### src/rtl/sram_pkg.sv
// -----------------------------------------------------------------------------
// sram_pkg
// Shared definitions for the SRAM request bridge: default geometry of the
// attached SRAM macro, the statistics counter width and the bridge FSM states.
// No ports (package).
// -----------------------------------------------------------------------------
package sram_pkg;

    localparam int DEF_ADDR_WIDTH = 8;
    localparam int DEF_DATA_WIDTH = 32;
    localparam int DEF_NUM_WMASKS = 4;
    localparam int CNT_WIDTH      = 16;

    typedef enum logic [1:0] {
        ST_IDLE   = 2'd0,
        ST_ACCESS = 2'd1,
        ST_RESP   = 2'd2
    } state_t;

endpackage

### src/rtl/sat_counter.sv
// -----------------------------------------------------------------------------
// sat_counter
// Up-counter that sticks at its all-ones value instead of wrapping.
// Ports:
//   clock    in   rising-edge clock
//   reset_n  in   synchronous active-low reset, clears the count
//   inc      in   increment request for this edge
//   count    out  current count, WIDTH bits
// -----------------------------------------------------------------------------
module sat_counter
    import sram_pkg::*;
#(
    parameter int WIDTH = CNT_WIDTH
) (
    input  logic             clock,
    input  logic             reset_n,
    input  logic             inc,
    output logic [WIDTH-1:0] count
);

    // NOTE: state is updated with non-blocking assignments so every flop
    // samples pre-edge values regardless of process evaluation order.
    always_ff @(posedge clock) begin
        if (!reset_n) begin
            count <= '0;
        end else if (inc && (count != '1)) begin
            count <= count + 1'b1;
        end
    end

endmodule

### src/rtl/sram_req_bridge.sv
// -----------------------------------------------------------------------------
// sram_req_bridge
// Converts a valid/ready request stream into single-port SRAM macro cycles and
// returns one response per request (read data, or zero for writes). Only one
// request is ever in flight, giving at most one request every two cycles.
// Ports:
//   clock, reset_n                 clock and synchronous active-low reset
//   req_valid/req_ready            request handshake
//   req_we/addr/wdata/wmask        request payload (wmask bit i -> byte i)
//   resp_valid/resp_ready          response handshake
//   resp_we, resp_rdata            response payload (rdata is 0 for writes)
//   sram_csb/web/wmask/addr/din    SRAM macro inputs (csb, web active-low)
//   sram_dout                      SRAM macro read data
//   rd_count, wr_count             saturating counts of accepted reads/writes
// -----------------------------------------------------------------------------
module sram_req_bridge
    import sram_pkg::*;
#(
    parameter int ADDR_WIDTH = DEF_ADDR_WIDTH,
    parameter int DATA_WIDTH = DEF_DATA_WIDTH,
    parameter int NUM_WMASKS = DEF_NUM_WMASKS  // DATA_WIDTH must be 8*NUM_WMASKS
) (
    input  logic                  clock,
    input  logic                  reset_n,
    input  logic                  req_valid,
    output logic                  req_ready,
    input  logic                  req_we,
    input  logic [ADDR_WIDTH-1:0] req_addr,
    input  logic [DATA_WIDTH-1:0] req_wdata,
    input  logic [NUM_WMASKS-1:0] req_wmask,
    output logic                  resp_valid,
    input  logic                  resp_ready,
    output logic                  resp_we,
    output logic [DATA_WIDTH-1:0] resp_rdata,
    output logic                  sram_csb,
    output logic                  sram_web,
    output logic [NUM_WMASKS-1:0] sram_wmask,
    output logic [ADDR_WIDTH-1:0] sram_addr,
    output logic [DATA_WIDTH-1:0] sram_din,
    input  logic [DATA_WIDTH-1:0] sram_dout,
    output logic [CNT_WIDTH-1:0]  rd_count,
    output logic [CNT_WIDTH-1:0]  wr_count
);

    state_t state;
    state_t state_next;
    logic   fire;
    logic   resp_fire;
    logic   we_q;       // direction of the request currently in flight

    assign resp_fire = resp_valid && resp_ready;

    // State register.
    always_ff @(posedge clock) begin
        if (!reset_n) begin
            state <= ST_IDLE;
        end else begin
            state <= state_next;
        end
    end

    // Next-state logic.
    // NOTE: every variable written in an always_comb block receives a default
    // first, so no path can leave it unassigned and infer a latch.
    always_comb begin
        state_next = state;
        case (state)
            ST_IDLE:   if (fire) state_next = ST_ACCESS;
            ST_ACCESS: state_next = ST_RESP;
            ST_RESP: begin
                if (resp_fire) state_next = fire ? ST_ACCESS : ST_IDLE;
            end
            default:   state_next = ST_IDLE;
        endcase
    end

    // Output logic. Acceptance depends only on state and resp_ready, never on
    // req_valid; the SRAM is driven straight from the request in the fire cycle
    // so the macro samples it on the same edge that accepts the request.
    always_comb begin
        req_ready  = reset_n && ((state == ST_IDLE) || ((state == ST_RESP) && resp_ready));
        fire       = req_valid && req_ready;
        sram_csb   = 1'b1;
        sram_web   = 1'b1;
        sram_wmask = '0;
        sram_addr  = '0;
        sram_din   = '0;
        if (fire) begin
            sram_csb   = 1'b0;
            sram_web   = !req_we;
            sram_addr  = req_addr;
            sram_din   = req_wdata;
            sram_wmask = req_we ? req_wmask : '0;
        end
    end

    // Response register: loaded on the ACCESS edge, when the macro output for
    // the request sampled one edge earlier is valid, and held until consumed.
    always_ff @(posedge clock) begin
        if (!reset_n) begin
            we_q       <= 1'b0;
            resp_valid <= 1'b0;
            resp_we    <= 1'b0;
            resp_rdata <= '0;
        end else begin
            if (fire) begin
                we_q <= req_we;
            end
            if (state == ST_ACCESS) begin
                resp_valid <= 1'b1;
                resp_we    <= we_q;
                resp_rdata <= we_q ? '0 : sram_dout;
            end else if (resp_fire) begin
                resp_valid <= 1'b0;
            end
        end
    end

    sat_counter #(.WIDTH(CNT_WIDTH)) u_rd_counter (
        .clock   (clock),
        .reset_n (reset_n),
        .inc     (fire && !req_we),
        .count   (rd_count)
    );

    sat_counter #(.WIDTH(CNT_WIDTH)) u_wr_counter (
        .clock   (clock),
        .reset_n (reset_n),
        .inc     (fire && req_we),
        .count   (wr_count)
    );

endmodule

### config.mk
export PLATFORM = sky130hd
export DESIGN_NAME = sram_req_bridge
export DESIGN_NICKNAME = d
export VERILOG_FILES = /design/src/rtl/sram_pkg.sv /design/src/rtl/sat_counter.sv /design/src/rtl/sram_req_bridge.sv
export SDC_FILE = /design/constraint.sdc
export NUM_CORES = 1
export LEC_CHECK = 0
export CAP_MARGIN = 20
export CORE_AREA = 10 10 111 113
export CTS_CLUSTER_DIAMETER = 100
export DETAILED_ROUTE_END_ITERATION = 10
export DIE_AREA = 0 0 121 123
export PLACE_DENSITY = 0.76
export REMOVE_ABC_BUFFERS = 1
export SLEW_MARGIN = 20
export SYNTH_ARGS = -nofsm -noshare
export SYNTH_HDL_FRONTEND = slang
export SYNTH_SLANG_ARGS = --single-unit
### constraint.sdc
create_clock -name clock -period 1.7 [get_ports clock]
set_input_delay 0.255 -clock clock [delete_from_list [all_inputs] [get_ports clock]]
set_output_delay 0.255 -clock clock [all_outputs]
set_load 0.005 [all_outputs]
==> results of run 1 <==
-- final timing paths --
kind / endpoint / from / cells after the start
setup / recovery: u_wr_counter.count[2]$_SDFFE_PN0P_ / state[0]$_SDFFE_PN0P_ / 9
hold / removal: state[0]$_SDFFE_PN0P_ / resp_ready / 3
setup reg to reg: u_wr_counter.count[2]$_SDFFE_PN0P_ / state[0]$_SDFFE_PN0P_ / 9
hold reg to reg: resp_rdata[8]$_SDFFE_PN0P_ / resp_rdata[8]$_SDFFE_PN0P_ / 2
-- cells in the mapped netlist, drive strengths merged (2+ instances only) --
library cell,instances,area (µm²)
clkbuf,25,93.8
o41ai,4,35.0
nor2,37,139
nor3b,32,240
and3,7,43.8
mux2i,10,100
nand4,13,81.3
buf,9,52.5
or3,4,25.0
and4,2,17.5
a21oi,50,250
nand2b,8,57.6
o31ai,10,75.1
and2,46,288
or2b,5,37.5
inv,7,26.3
nand3b,2,15.0
nor4,14,87.6
ha,2,25.0
nand2,19,71.3
or4,9,67.6
o311ai,5,43.8
nand3,12,60.1
nor2b,3,18.8
o21ai,5,25.0
dfxtp,69,1380
-- final cells by class --
| type | count | area [µm²] |
|---|---|---|
| fillers | 773 | 3430 |
| repair buffers | 264 | 2650 |
| inverters | 8 | 37.5 |
| clock inverters | 4 | 47.5 |
| multi-input cells | 309 | 2270 |
| clock buffers | 12 | 145 |
| flip-flops and latches | 69 | 1400 |
| well taps | 136 | 170 |
-- registers in the layout (all words and copies together), names as in the netlist --
signal,count
state,2
u_rd_counter.count,16
resp_rdata,32
resp_we,1
resp_valid,1
u_wr_counter.count,16
we_q,1
-- timing repair --
action,4_1_cts,5_1_grt
resized for setup,234,108
setup buffers,14,5
cloned,4,3
pin swaps,30,37
endpoints found under the setup margin,72,78
-- per-layer routing --
layer / GRT usage [%] / wire, µm / vias to the layer above
met2: 31.0 / 7500 / 146
li1: - / - / 1995
met4: 3.85 / 167 / 2
met3: 7.11 / 1450 / 20
met1: 20.0 / 5500 / 1972
met5: 0 / 7 / -
-- kinds of logic after synthesis --
logic type | count (synthesis) | synth area share, %
flops | 69 | 40.0
fa+ha+maj | 2 | 0.725
compound gates | 82 | 14.5
buf+inv | 42 | 5.11
mux | 10 | 2.90
simple gates | 215 | 36.8
-- where the power goes --
group	switching, mW	leakage (nW)	total (mW)	internal [mW]
Clock	0.604	0.0964	1.32	0.715
Sequential	0.0280	0.564	1.69	1.66
Combinational	0.312	1.92	0.855	0.543
Total	0.944	2.58	3.87	2.92
-- worst min-delay path, delay by kind of cell --
kind                   cells  cell delay [ps]
AOI/OAI and AO/OA          1               70
and+or+nand+nor            1              100
buffers and inverters      1              280
-- through the flow --
stage          hold slack (ps)  setup TNS [ps]
3_5_place_dp               477          -42940
3_3_place_gp               467          -41370
2_1_floorplan              373          -24110
5_1_grt                    417           -9100
4_1_cts                    390           -5820
6_report                   419           -4470
==> qor.csv, run 1 <==
metric,value,unit
outcome,"finished, violations left",
violations,negative setup slack,
drc,0,
worstSetupStartpointType,flop,
slowest_stage,or4_4,
start_util,34.0,%
cp_common_cell,buf_6,
io_buffers,193,
cts_tree,done,
peakVddDrop,457,µV
async_reset_ff_share,0,%
dpl.cell_count,763,
tightest_slew,401,ps
layout_min_cycle_time,1830,ps
cts_buffer_depth,2,
syn2layout_area_growth,94.4,%
cp_cell_sequence,"nor2b_4, buf_4, buf_6, and3_4, buf_6, inv_8, buf_8, or4_4, a21oi_2",
path_class,reg2reg,
setup_ws,-128,ps
stdcell_area,0.00671,mm²
crit_path_max_incr_delay,480,ps
cts_root_buf,clkbuf_8,
dieArea,0.0149,mm²
min_path_type,in2reg,
synth-edff-count,0,
antenna_found_initial,1,
gp_congestion,0.869,
ys.flop_type,dfxtp_1,
skew,12.5,ps
clk_pin_slew_worst_paths,70,ps
pre_cts_ws,-653,ps
leakage,2.58,nW
ioPinCount,194,
cp-end-kind,flop,
netlist_area,0.00345,mm²
syn_area_per_cell,8.22,µm²
power,3.87,mW
ys_types,42,
path_buf_inv,5,
initialDrtViolationCount,332,
critPathMaxFanout,9,
fin_cells,802,
dr.pass1.iters,5,
r2r_setup_slack,-130,ps
nets,744,
synth-seq-cells,69,
report.final.slew_viol_count,0,
ctsHoldBuffers,0,
layout-drive-gt1-share,32.1,%
die-height,123,µm
syn_inst,420,
powerDensity,576,mW/mm²
grt_first_pass_wirelength,21600,µm
seq_area_frac_synth,40.0,%
cap_violations,0,
rsz0062_at_grt,yes,
setup_viol_count_final,61,
die_w,121,µm
period_share,108,%
grt_max_degree,68,
grt_overflow,0,
fp.coreArea,0.0101,mm²
via_count,4135,
cts_max_level,3,
grt_pass1_vias,4091,
clk_latency,330,ps
yosys_warnings,0,
cts_buffers,9,
drt-vias-per-instance,5.16,
dp.final_hpwl,9650,µm
diodes,0,
hold_violations,0,
crit_family,simple AND/OR/NAND/NOR gates,
mostFrequentLayoutCells,"clkdlybuf4s50_1, dfxtp_1, buf_4",
max_freq,547,MHz
critPathArrivalTime,2090,ps
crit_required,1960,ps
final_common_cell,clkdlybuf4s50_1,
postLayoutCoreUtil,66.2,%
dpl-instance-area,0.00581,mm²
rows,37,
wl,14600,µm
cts.sinks,69,
wl_per_cell,18.2,µm
slew_headroom,73.3,%
grt_use_total,17.7,%
antenna_left,0,
No activity file was read; power rests on OpenSTA's default activity.
==> run 2, diff against run 1 <==
SKIP_LAST_GASP = 1   (was not set)
==> qor.csv, run 2 (synthesized netlist as in run 1, its figures left out) <==
metric,value,unit
max_flop_register,resp_rdata,
grt_use_total,17.8,%
powerDensity,581,mW/mm²
leakage,2.56,nW
grt_max_degree,68,
io_buffers,193,
fin_cells,799,
initialDrtViolationCount,329,
crit_family,simple AND/OR/NAND/NOR gates,
skew,11.6,ps
violations,negative setup slack,
cts_tree,done,
antenna_left,0,
crit_path_max_incr_delay,540,ps
drc,0,
period_share,110,%
final_common_cell,clkdlybuf4s50_1,
worstSetupStartpointType,flop,
layout-drive-gt1-share,30.3,%
diodes,0,
grt_first_pass_wirelength,21700,µm
dp.final_hpwl,9650,µm
dpl-instance-area,0.00581,mm²
setup_viol_count_final,54,
power,3.88,mW
max_freq,537,MHz
crit-reg2reg-capture,u_rd_counter.count[8]$_SDFFE_PN0P_,
crit_path_start,state[0]$_SDFFE_PN0P_,
postLayoutCoreUtil,65.8,%
pre_cts_ws,-653,ps
crit_required,1970,ps
drt-vias-per-instance,5.16,
slowest_stage,or4_4,
outcome,"finished, violations left",
worst_r2r_path_depth,5,
wl,14500,µm
die_w,121,µm
rows,37,
cap_violations,0,
cts_buffer_depth,2,
fp.coreArea,0.0101,mm²
layout_min_cycle_time,1860,ps
peakVddDrop,460,µV
critPathArrivalTime,2130,ps
cp-end-kind,flop,
wl_per_cell,18.2,µm
regToRegStartpoint,state[0]$_SDFFE_PN0P_,
cts_buffers,9,
hold_violations,0,
gp_congestion,0.869,
start_util,34.0,%
largestRegisters,"resp_rdata (32), u_rd_counter.count (16), u_wr_counter.count (16)",
clk_latency,330,ps
report.final.slew_viol_count,0,
fillCellCount,797,
largest_register_ff_count,32,
nets,741,
critPathMaxFanout,4,
grt_pass1_vias,4123,
antenna_found_initial,1,
cts_max_level,3,
slew_headroom,73.3,%
rsz0062_at_grt,yes,
die-height,123,µm
setup_ws,-164,ps
cts_root_buf,clkbuf_8,
path_class,reg2reg,
path_buf_inv,1,
tightest_slew,400,ps
dieArea,0.0149,mm²
crit_cells,5,
syn2layout_area_growth,93.1,%
min_path_type,in2reg,
clk_pin_slew_worst_paths,80,ps
dr.pass1.iters,4,
dpl.cell_count,763,
r2r_setup_slack,-160,ps
crit_end,u_rd_counter.count[8]$_SDFFE_PN0P_,
mostFrequentLayoutCells,"clkdlybuf4s50_1, dfxtp_1, buf_4",
cts.sinks,69,
stdcell_area,0.00667,mm²
grt_overflow,0,
cp_cell_sequence,"buf_6, nand2b_4, or4b_4, or4_4, a21oi_2",
fin_setup_tns,-5300,ps
ioPinCount,194,
via_count,4121,
whs,426,ps
run 2: worst min-delay path by stage:
stage                               startpoint                             endpoint  cells past startpoint  slack [ps]
finish                              resp_ready                state[0]$_SDFFE_PN0P_                      3         430
detailed placement  resp_rdata[8]$_SDFFE_PN0P_           resp_rdata[8]$_SDFFE_PN0P_                      2         480
floorplan                              reset_n  u_rd_counter.count[12]$_SDFFE_PN0P_                      1         370
global placement    resp_rdata[7]$_SDFFE_PN0P_           resp_rdata[7]$_SDFFE_PN0P_                      2         470
CTS                                 resp_ready                state[0]$_SDFFE_PN0P_                      3         390
global route                        resp_ready                state[0]$_SDFFE_PN0P_                      3         420
run 2: report_power, final:
part	switching, mW	leakage, nW	internal, mW
clock network	0.609	0.0964	0.715
logic	0.313	1.90	0.546
registers	0.0283	0.563	1.66
total	0.951	2.56	2.93
run 2: tightest hold or removal path, delay by kind of cell:
family                 cells  cell delay, ps
and+or+nand+nor            1             100
AOI/OAI and AO/OA          1              70
buffers and inverters      1             280
run 2: timing repair:
action	4_1_cts	5_1_grt
gates resized for setup	212	100
buffers inserted	14	3
hold buffers	0	0
gates cloned	4	2
pin swaps	29	37
setup endpoints to repair	72	78
run 2: final cells by class:
type | instances | area [µm²] | area share [%]
inverters | 8 | 37.5 | 0.563
multi-input cells | 309 | 2210 | 33.2
well taps | 136 | 170 | 2.55
flip-flops and latches | 69 | 1400 | 20.9
clock inverters | 4 | 47.5 | 0.713
repair buffers | 261 | 2660 | 39.9
clock buffers | 12 | 145 | 2.18
run 2: layer usage:
| layer | track usage, % | share of wire, % | up-vias | wire length, µm |
|---|---|---|---|---|
| met1 | 20.1 | 39 | 1976 | 5730 |
| met2 | 31.1 | 51 | 139 | 7400 |
| met3 | 7.11 | 8.6 | 15 | 1250 |
| met4 | 3.92 | 0.85 | 2 | 123 |
| li1 | - | - | 1989 | - |
| met5 | 0 | 0.048 | - | 7 |
==> run 3, diff against run 2 <==
SKIP_CTS_REPAIR_TIMING = 1   (was not set)
==> qor.csv, run 3 (synthesized netlist as in run 1, its figures left out) <==
metric,value,unit
cts_buffers,9,
report.final.slew_viol_count,0,
worstSetupStartpointType,flop,
period_share,114,%
mostFrequentLayoutCells,"clkdlybuf4s50_1, dfxtp_1, buf_4",
slew_headroom,74.1,%
gp_congestion,0.869,
grt_first_pass_wirelength,20100,µm
max_flop_register,resp_rdata,
final_common_cell,clkdlybuf4s50_1,
whs,324,ps
cts_max_level,3,
fillCellCount,818,
outcome,"finished, violations left",
max_freq,518,MHz
layout_min_cycle_time,1930,ps
setup_viol_count_final,63,
wl_met3,1280,µm
wl_per_cell,18.0,µm
start_util,34.0,%
dp.final_hpwl,9650,µm
dieArea,0.0149,mm²
cts.sinks,69,
min_path_type,in2reg,
rows,37,
clk_pin_slew_worst_paths,60,ps
setup_ws,-232,ps
wl_met1,5770,µm
routed.top_layer,met5,
grt_pass1_vias,3939,
met2_wirelength,7200,µm
largestRegisters,"resp_rdata (32), u_rd_counter.count (16), u_wr_counter.count (16)",
cp-end-kind,primary output,
dr.pass1.iters,5,
skew,11.5,ps
path_class,reg2out,
initialDrtViolationCount,309,
cts_root_buf,clkbuf_8,
holdPathStages,3,
wl,14400,µm
grt_use_total,16.4,%
rsz0062_at_grt,yes,
ioPinCount,194,
antenna_left,0,
drc,0,
tightest_slew,388,ps
die_w,121,µm
layout-drive-gt1-share,29.9,%
critPathArrivalTime,1680,ps
hold_violations,0,
io_buffers,193,
diodes,0,
powerDensity,587,mW/mm²
cap_violations,0,
cts_buffer_depth,2,
fp.coreArea,0.0101,mm²
worst_r2r_path_depth,5,
nets,740,
ff_latch_area,0.00139,mm²
multiInputGateArea,0.00221,mm²
syn2layout_area_growth,90.0,%
leakage,2.61,nW
peakVddDrop,458,µV
dpl-instance-area,0.00581,mm²
grt_max_degree,68,
cts_tree,done,
grt_overflow,0,
via_count,4061,
antenna_found_initial,1,
stdcell_area,0.00656,mm²
largest_register_ff_count,32,
crit_required,1440,ps
violations,negative setup slack,
drt-vias-per-instance,5.09,
critPathMaxFanout,5,
clk_latency,330,ps
die-height,123,µm
run 3: cell types whose count changed in the layout (fill, tap and decap cells not counted), sizes merged:
cell and delta:
dlygate4sd2 -4, clkdlybuf4s50 +2, clkbuf +7, buf -4, dlymetal6s2s +6, clkdlybuf4s15 -8
run 3: worst max-delay path, cell delays in order (launching register included):
cell       delay [ps]
dfxtp_4           360
nor2b_4           110
and3_4            260
buf_6             110
buf_6             110
clkbuf_16         140
and2_4            130
clkbuf_2          120
run 3: where the power goes:
part / leakage (nW) / internal, mW / switching [mW]
sequential: 0.562 / 1.66 / 0.0282
clock: 0.0964 / 0.715 / 0.604
combinational: 1.95 / 0.531 / 0.310
run 3: through the flow:
step                      cells  setup WS [ps]  total power, mW  utilization (%)  TNS, ps
final                       798           -232             3.85             64.7    -8980
after CTS                   779           -645             3.77             59.2   -33170
after global routing        798           -283             4.04             64.7   -12810
after floorplan             386           -729             1.94                -   -24110
after detailed placement    763           -653             2.44             57.3   -42940
after global placement      763           -645             2.42             57.3   -41370
run 3: final timing paths:
check	to	slack, ps	startpoint
worst max-delay path	sram_din[10]	-230	state[0]$_SDFFE_PN0P_
worst min register to register	resp_rdata[15]$_SDFFE_PN0P_	490	resp_rdata[15]$_SDFFE_PN0P_
worst max register to register	u_rd_counter.count[12]$_SDFFE_PN0P_	-140	state[0]$_SDFFE_PN0P_
worst min-delay path	state[0]$_SDFFE_PN0P_	320	resp_ready
run 3: cell type report:
type	instances	share of cell area (%)
well taps	136	2.59
clock inverters	4	0.725
clock buffers	12	2.21
multi-input cells	309	33.7
inverters	8	0.572
flip-flops and latches	69	21.2
repair buffers	260	38.9
run 3: per-layer routing:
metal	global-route usage (%)	vias up
li1	-	1980
met1	18.2	1937
met2	28.6	129
met3	6.97	13
met4	3.62	2
met5	0	-
